==> config.mk <==
export PLATFORM = sky130hd
export DESIGN_NAME = dbg_probe_sampler_flat
export DESIGN_NICKNAME = d
export VERILOG_FILES = /design/src/rtl/dbg_probe_sampler_if.sv /design/src/rtl/dbg_probe_sampler.sv /design/src/flat_wrapper.sv
export SDC_FILE = /design/constraint.sdc
export NUM_CORES = 1
export LEC_CHECK = 0
export CORE_UTILIZATION = 51
export CTS_CLUSTER_DIAMETER = 30
export DETAILED_ROUTE_END_ITERATION = 16
export PLACE_DENSITY = 0.8
export REMOVE_ABC_BUFFERS = 1
export SYNTH_ARGS = -nofsm -noshare
export SYNTH_HDL_FRONTEND = slang
export SYNTH_SLANG_ARGS = --single-unit
==> constraint.sdc <==
create_clock -name clk_sys -period 12.4 [get_ports clk_sys]
set_input_delay 3.1 -clock clk_sys [delete_from_list [all_inputs] [get_ports clk_sys]]
set_output_delay 3.1 -clock clk_sys [all_outputs]
set_load 0.05 [all_outputs]
==> src/rtl/dbg_probe_sampler_if.sv <==
// dbg_probe_sampler_if
//   Bundles the probe, control and overlay-facing signals of dbg_probe_sampler.
//   master : debug-tap / OSD side (drives probes and controls, reads results)
//   slave  : the sampler itself
// Signals
//   probe_in   CHANNELS*WIDTH  raw probe values, channel 0 in the LSBs
//   mode       2               0/3 live, 1 periodic, 2 trigger-freeze
//   trig_sel   SEL_W           channel compared for the trigger
//   trig_mask  WIDTH           trigger compare mask
//   trig_value WIDTH           trigger compare value
//   rearm      1               pulse: re-arm trigger, clear history
//   view       VIEW_W          history index, 0 = newest snapshot
//   probe_out  CHANNELS*WIDTH  value presented to the overlay
//   tick       1               one-cycle pulse at each periodic sample point
//   frozen     1               trigger fired, capture halted
//   valid_cnt  CNT_W           number of valid snapshots
interface dbg_probe_sampler_if #(
  parameter int CHANNELS = 8,
  parameter int WIDTH    = 16,
  parameter int DEPTH    = 4
);
  localparam int SEL_W  = (CHANNELS > 1) ? $clog2(CHANNELS) : 1;
  localparam int VIEW_W = (DEPTH > 1) ? $clog2(DEPTH) : 1;
  localparam int CNT_W  = $clog2(DEPTH) + 1;

  logic [CHANNELS*WIDTH-1:0] probe_in;
  logic [1:0]                mode;
  logic [SEL_W-1:0]          trig_sel;
  logic [WIDTH-1:0]          trig_mask;
  logic [WIDTH-1:0]          trig_value;
  logic                      rearm;
  logic [VIEW_W-1:0]         view;
  logic [CHANNELS*WIDTH-1:0] probe_out;
  logic                      tick;
  logic                      frozen;
  logic [CNT_W-1:0]          valid_cnt;

  modport master (
    output probe_in, mode, trig_sel, trig_mask, trig_value, rearm, view,
    input  probe_out, tick, frozen, valid_cnt
  );

  modport slave (
    input  probe_in, mode, trig_sel, trig_mask, trig_value, rearm, view,
    output probe_out, tick, frozen, valid_cnt
  );
endinterface

==> src/rtl/dbg_probe_sampler.sv <==
// dbg_probe_sampler
//   Debug probe sampler for the on-screen overlay. Registers CHANNELS probes of
//   WIDTH bits and presents them live, as periodic snapshots (one every DIV
//   cycles), or frozen on a masked trigger match. Snapshots go into a history
//   ring browsable through view.
// Ports
//   clk_sys  sole clock
//   reset_n  asynchronous active-low reset
//   bus      dbg_probe_sampler_if.slave (probes, controls, overlay outputs)
// Build option
//   PROBE_HISTORY_EN : defined -> DEPTH-entry ring, view honoured.
//                      undefined -> single snapshot register, view ignored,
//                      valid_cnt is 0 or 1.
module dbg_probe_sampler #(
  parameter int CHANNELS = 8,
  parameter int WIDTH    = 16,
  parameter int DIV      = 5000000,
  parameter int DEPTH    = 4
) (
  input  logic               clk_sys,
  input  logic               reset_n,
  dbg_probe_sampler_if.slave bus
);
  localparam int BUS_W  = CHANNELS * WIDTH;
  localparam int SEL_W  = (CHANNELS > 1) ? $clog2(CHANNELS) : 1;
  localparam int CNT_W  = $clog2(DEPTH) + 1;
  localparam int TICK_W = $clog2(DIV);
  localparam logic [TICK_W-1:0] RELOAD = TICK_W'(DIV - 1);

  typedef enum logic {ARMED, FROZEN} trig_state_t;

  logic [BUS_W-1:0]  p_q;
  logic [TICK_W-1:0] tick_cnt;
  logic              tick_q;
  logic [1:0]        mode_q;
  logic              mode_seen;
  logic              mode_chg;
  logic              live_mode;
  logic              trig_mode;
  trig_state_t       state;
  trig_state_t       state_nx;
  logic [WIDTH-1:0]  sel_ch;
  logic              sel_hit;
  logic              match;
  logic              snap_wr;
  logic              frozen_c;
  logic [CNT_W-1:0]  valid_q;
  logic [BUS_W-1:0]  snap_rd;
  logic              snap_ok;

  assign live_mode = (bus.mode == 2'd0) || (bus.mode == 2'd3);
  assign trig_mode = (bus.mode == 2'd2);
  // mode_seen masks the first cycle after reset, where mode_q holds no real history.
  assign mode_chg  = mode_seen && (bus.mode != mode_q);

  always_ff @(posedge clk_sys or negedge reset_n) begin
    if (!reset_n) p_q <= '0;
    else          p_q <= bus.probe_in;
  end

  // Tick is registered, so it rises DIV cycles after reset and the snapshot is
  // taken of p_q during the cycle tick is high.
  always_ff @(posedge clk_sys or negedge reset_n) begin
    if (!reset_n) begin
      tick_cnt  <= RELOAD;
      tick_q    <= 1'b0;
      mode_q    <= 2'd0;
      mode_seen <= 1'b0;
    end else begin
      mode_q    <= bus.mode;
      mode_seen <= 1'b1;
      if (mode_chg) begin
        tick_cnt <= RELOAD;
        tick_q   <= 1'b0;
      end else if (tick_cnt == '0) begin
        tick_cnt <= RELOAD;
        tick_q   <= 1'b1;
      end else begin
        tick_cnt <= tick_cnt - TICK_W'(1);
        tick_q   <= 1'b0;
      end
    end
  end

  // Out-of-range selects leave sel_hit low, so they never match.
  always_comb begin
    sel_ch  = '0;
    sel_hit = 1'b0;
    for (int i = 0; i < CHANNELS; i++) begin
      if (bus.trig_sel == SEL_W'(i)) begin
        sel_ch  = p_q[i*WIDTH +: WIDTH];
        sel_hit = 1'b1;
      end
    end
  end

  assign match = trig_mode && (state == ARMED) && sel_hit &&
                 ((sel_ch & bus.trig_mask) == (bus.trig_value & bus.trig_mask));

  always_ff @(posedge clk_sys or negedge reset_n) begin
    if (!reset_n) state <= ARMED;
    else          state <= state_nx;
  end

  // Rearm beats a coincident match; any mode other than 2 parks in ARMED.
  always_comb begin
    state_nx = state;
    if (bus.rearm || !trig_mode) state_nx = ARMED;
    else if (match)              state_nx = FROZEN;
  end

  // A match on a tick cycle still yields a single write.
  always_comb begin
    frozen_c = trig_mode && (state == FROZEN);
    snap_wr  = 1'b0;
    if (!bus.rearm) begin
      if (bus.mode == 2'd1)                   snap_wr = tick_q;
      else if (trig_mode && (state == ARMED)) snap_wr = tick_q | match;
    end
  end

`ifdef PROBE_HISTORY_EN
  localparam int PTR_W = (DEPTH > 1) ? $clog2(DEPTH) : 1;
  localparam logic [CNT_W-1:0] FULL = CNT_W'(DEPTH);

  logic [BUS_W-1:0] ring [DEPTH];
  logic [PTR_W-1:0] wr_ptr;
  logic [PTR_W-1:0] rd_idx;

  always_ff @(posedge clk_sys) begin
    if (snap_wr) ring[wr_ptr] <= p_q;
  end

  always_ff @(posedge clk_sys or negedge reset_n) begin
    if (!reset_n) begin
      wr_ptr  <= '0;
      valid_q <= '0;
    end else if (bus.rearm) begin
      wr_ptr  <= '0;
      valid_q <= '0;
    end else if (snap_wr) begin
      wr_ptr <= wr_ptr + PTR_W'(1);
      if (valid_q != FULL) valid_q <= valid_q + CNT_W'(1);
    end
  end

  // DEPTH is a power of two, so the pointer arithmetic wraps naturally.
  assign rd_idx  = wr_ptr - PTR_W'(1) - bus.view;
  assign snap_ok = CNT_W'(bus.view) < valid_q;
  assign snap_rd = ring[rd_idx];
`else
  logic [BUS_W-1:0] snap_q;
  logic             view_unused;

  always_ff @(posedge clk_sys) begin
    if (snap_wr) snap_q <= p_q;
  end

  always_ff @(posedge clk_sys or negedge reset_n) begin
    if (!reset_n)       valid_q <= '0;
    else if (bus.rearm) valid_q <= '0;
    else if (snap_wr)   valid_q <= CNT_W'(1);
  end

  assign view_unused = ^bus.view;
  assign snap_ok     = (valid_q != '0);
  assign snap_rd     = snap_q;
`endif

  always_ff @(posedge clk_sys or negedge reset_n) begin
    if (!reset_n)       bus.probe_out <= '0;
    else if (live_mode) bus.probe_out <= p_q;
    else if (snap_ok)   bus.probe_out <= snap_rd;
    else                bus.probe_out <= '0;
  end

  assign bus.tick      = tick_q;
  assign bus.frozen    = frozen_c;
  assign bus.valid_cnt = valid_q;
endmodule

==> src/flat_wrapper.sv <==
// flat-port wrapper written by rule: the top's interface ports become plain ports
module dbg_probe_sampler_flat 
#(
  parameter int CHANNELS = 8,
  parameter int WIDTH    = 16,
  parameter int DIV      = 5000000,
  parameter int DEPTH    = 4
)
  (clk_sys, reset_n, bus_probe_in, bus_mode, bus_trig_sel, bus_trig_mask, bus_trig_value, bus_rearm, bus_view, bus_probe_out, bus_tick, bus_frozen, bus_valid_cnt);
  dbg_probe_sampler_if #(.CHANNELS(CHANNELS), .WIDTH(WIDTH), .DEPTH(DEPTH)) bus_i ();
  input  logic clk_sys;
  input  logic reset_n;
  input wire logic [$bits(bus_i.probe_in)-1:0] bus_probe_in;
  input wire logic [$bits(bus_i.mode)-1:0] bus_mode;
  input wire logic [$bits(bus_i.trig_sel)-1:0] bus_trig_sel;
  input wire logic [$bits(bus_i.trig_mask)-1:0] bus_trig_mask;
  input wire logic [$bits(bus_i.trig_value)-1:0] bus_trig_value;
  input wire logic [$bits(bus_i.rearm)-1:0] bus_rearm;
  input wire logic [$bits(bus_i.view)-1:0] bus_view;
  output wire logic [$bits(bus_i.probe_out)-1:0] bus_probe_out;
  output wire logic [$bits(bus_i.tick)-1:0] bus_tick;
  output wire logic [$bits(bus_i.frozen)-1:0] bus_frozen;
  output wire logic [$bits(bus_i.valid_cnt)-1:0] bus_valid_cnt;
  assign bus_i.probe_in = bus_probe_in;
  assign bus_i.mode = bus_mode;
  assign bus_i.trig_sel = bus_trig_sel;
  assign bus_i.trig_mask = bus_trig_mask;
  assign bus_i.trig_value = bus_trig_value;
  assign bus_i.rearm = bus_rearm;
  assign bus_i.view = bus_view;
  assign bus_probe_out = bus_i.probe_out;
  assign bus_tick = bus_i.tick;
  assign bus_frozen = bus_i.frozen;
  assign bus_valid_cnt = bus_i.valid_cnt;
  dbg_probe_sampler #(.CHANNELS(CHANNELS), .WIDTH(WIDTH), .DIV(DIV), .DEPTH(DEPTH)) u_core (.clk_sys(clk_sys), .reset_n(reset_n), .bus(bus_i));
endmodule
==> impl_metrics.ini <==
[status]
outcome = completed

[logic_synthesis]
synth_cell_types = 58
synth_top_cell_by_area = dfrtp_1
yosysWarnings = 0
ys_ff_latch = 413
synth_common_cells = 272 x dfrtp_1, 130 x a22o_1, 128 x edfxtp_1
synth_seq_area_share = 0.761
ys_async_sr_fraction = 0.690
synth-main-ff-cell = dfrtp_1
avgSynthCellArea_um2 = 16.9
synthTopCellsByArea = dfrtp_1 47%, edfxtp_1 27%, a22o_1 7.9%, dfstp_2 2.4%, mux4_2 2.3%
syn_inst = 855
synth.most_common_cell = dfrtp_1
synth_edf_count = 128
synth_top_area_frac = 0.471
synth_area_um2 = 14500

[placed_design]
pre_cts_ws_ps = 4500
gp_congestion = 0.814
dp_cells = 1492
place_area_um2 = 17800
hpwlAfterDp_mm = 20.7
portBuffers = 298

[pwr]
p_seq_frac = 0.387
pwr-share-comb = 0.101
p_clk_frac = 0.512
powerDensity_nw_per_um2 = 191
power.internal_mw = 2.92
ir_worst_vdd_uv = 148
switching_share = 0.246
p_leak_nw = 8.20
p_switching_mw = 0.953

[detailed_routing]
wl_per_cell_um = 22.1
ant_nets = 0
num_vias = 9001
drc = 0
drtIter0Drc = 698
wl_mm = 36.0
vias_per_cell = 5.53
drt-pass1-iter-count = 5

[sta]
setup_viol = 0
finalCritPeriodShare = 0.637
slew_headroom = 0.324
period_needed_ps = 7900
finalHoldViolCount = 0
clock_skew_ps = 29.5
rsz0062_at_grt = false
slew_violations = 0
finalSetupTns_ps = 0
fin_ws_ps = 4500
fmax_mhz = 127
worst_slew_pin_slew_ps = 1010

[final_layout]
drive_gt1_frac = 0.144
syn_to_final_growth_pct = 40.3
finalNonFillerCells = 1629
fillers = 1643
fin_area_um2 = 20300
utilization = 0.728
nNetsFinal = 1364

[critical_path]
crit_path_end_kind = primary output
cp.arrival_ps = 4800
cp_max_fo = 4
cp_data_required_time_ps = 9300
crit_cells = 5
rr_startpoint = u_core.p_q[119]
path_cells = clkdlybuf4s50_1 > inv_1 > ha_4 > and2_1 > clkdlybuf4s50_1
reg2regPathDepth = 9
cpMostUsedCell = clkdlybuf4s50_1
crit_buf_inv = 3
r2r_end = u_core.snap_q[115]
critPathMaxStageDelay_ps = 810
cp-endpoint = bus_frozen
startpoint_type = primary input
path_class = in -> out
rrSetupSlack_ps = 8110
slowest_stage = clkdlybuf4s50_1
cp-startpoint = bus_mode[0]
cp_top_family = buffers and inverters

[clock_tree]
cts_sinks = 413
cts_max_level = 3
cts_resized = 0
cts_tree = yes
cts.path.max_buffers = 3
clockRootBuffer = clkbuf_16
ctsHoldBuffers = 0
cts_made_buffers = 74
clk_pin_slew_ps = 50
cts_setup_buffers = 0
clock_latency_ps = 560

[job]
cap_violations = 0

[global_route]
grt_pass1_wl_mm = 54.5
grt_max_degree = 158
antenna_found_initial = 4
grt_pass1_vias = 9449
grt_util_all_layers = 0.254
grt-ovfl-total = 0

[floorplanning]
coreArea_um2 = 27900
ios = 303
rows = 61
die_x_um = 170
die_h_um = 170
initial_utilization = 0.519
die_area_um2 = 29000

[min_path]
hp-start = u_core.tick_cnt[0]
holdPathStages = 1
min_path_type = reg -> reg
flip-flops by register name, summed over array words and instances, names as in the netlist:
signal                flops
u_core.state              1
u_core.p_q              128
u_core.bus.tick           1
u_core.bus.probe_out    128
u_core.snap_q           128
u_core.mode_seen          1
u_core.bus.valid_cnt      1
u_core.tick_cnt          23
u_core.mode_q             2
per-stage QoR:
step	power, mW	hold WS, ps
after global placement	1.90	433
after global routing	4.00	461
final	3.88	452
after CTS	3.91	453
after detailed placement	1.91	440
after floorplan	1.72	425
layout by cell type, fill, tap and decap left out, types with 7 or more instances in the layout:
cell,n
clkdlybuf4s50_1,294
dfrtp_1,272
a22o_1,130
edfxtp_1,128
clkbuf_16,76
nand2_1,36
xnor2_1,24
mux2i_1,23
nor2_1,18
mux4_2,15
nor3_1,13
clkbuf_8,13
dfstp_2,13
o21ai_0,12
a21oi_1,10
clkinvlp_4,10
buf_4,9
inv_1,8
nand3_1,7
inv_6,7
worst min-delay path by stage:
stage	slack, ps	endpoint
4_1_cts	450	u_core.tick_cnt[0]
5_1_grt	460	u_core.tick_cnt[0]
3_5_place_dp	440	u_core.tick_cnt[0]
2_1_floorplan	430	u_core.tick_cnt[0]
6_report	450	u_core.tick_cnt[0]
3_3_place_gp	430	u_core.tick_cnt[0]
layout make-up:
type                            instances  area (um^2)  share of cell area
Clock inverter                         40          415              0.0205
Inverter                                8         30.0             0.00148
Antenna cell                            2         5.00            0.000247
Tap cell                              378          473              0.0233
Clock buffer                           95         2100               0.104
Sequential cell                       413        11000               0.542
Multi-Input combinational cell        386         3210               0.158
Timing Repair Buffer                  307         3060               0.151
layer usage:
| layer | wire length, um | vias to the layer above | global-route usage |
|---|---|---|---|
| met5 | 17 | - | 0 |
| met4 | 1040 | 2 | 0.107 |
| met3 | 2620 | 85 | 0.0651 |
| met2 | 18000 | 412 | 0.417 |
| met1 | 14300 | 4593 | 0.321 |
| li1 | - | 3909 | - |
power by group through the flow:
stage | Combinational [mW] | Sequential [mW] | Clock (mW)
floorplan | 0.0910 | 1.63 | 0
global placement | 0.385 | 1.52 | 0
detailed placement | 0.389 | 1.52 | 0
CTS | 0.395 | 1.50 | 2.01
global route | 0.411 | 1.51 | 2.08
finish | 0.391 | 1.50 | 1.98
kinds of logic (layout without fill, tap and decap cells):
| group | count (synthesis) | after routing | synth area share |
|---|---|---|---|
| buffers and inverters | 57 | 450 | 0.0197 |
| DFF | 413 | 413 | 0.761 |
| and+or+nand+nor | 122 | 122 | 0.0432 |
| other | 2 | 5 | 0.000520 |
| muxes | 48 | 48 | 0.0523 |
| AOI/OAI and AO/OA | 179 | 179 | 0.102 |
| adders and majority gates | 4 | 4 | 0.00346 |
| xor gates and xnor gates | 30 | 30 | 0.0182 |
(Power assumes the default switching activity.)
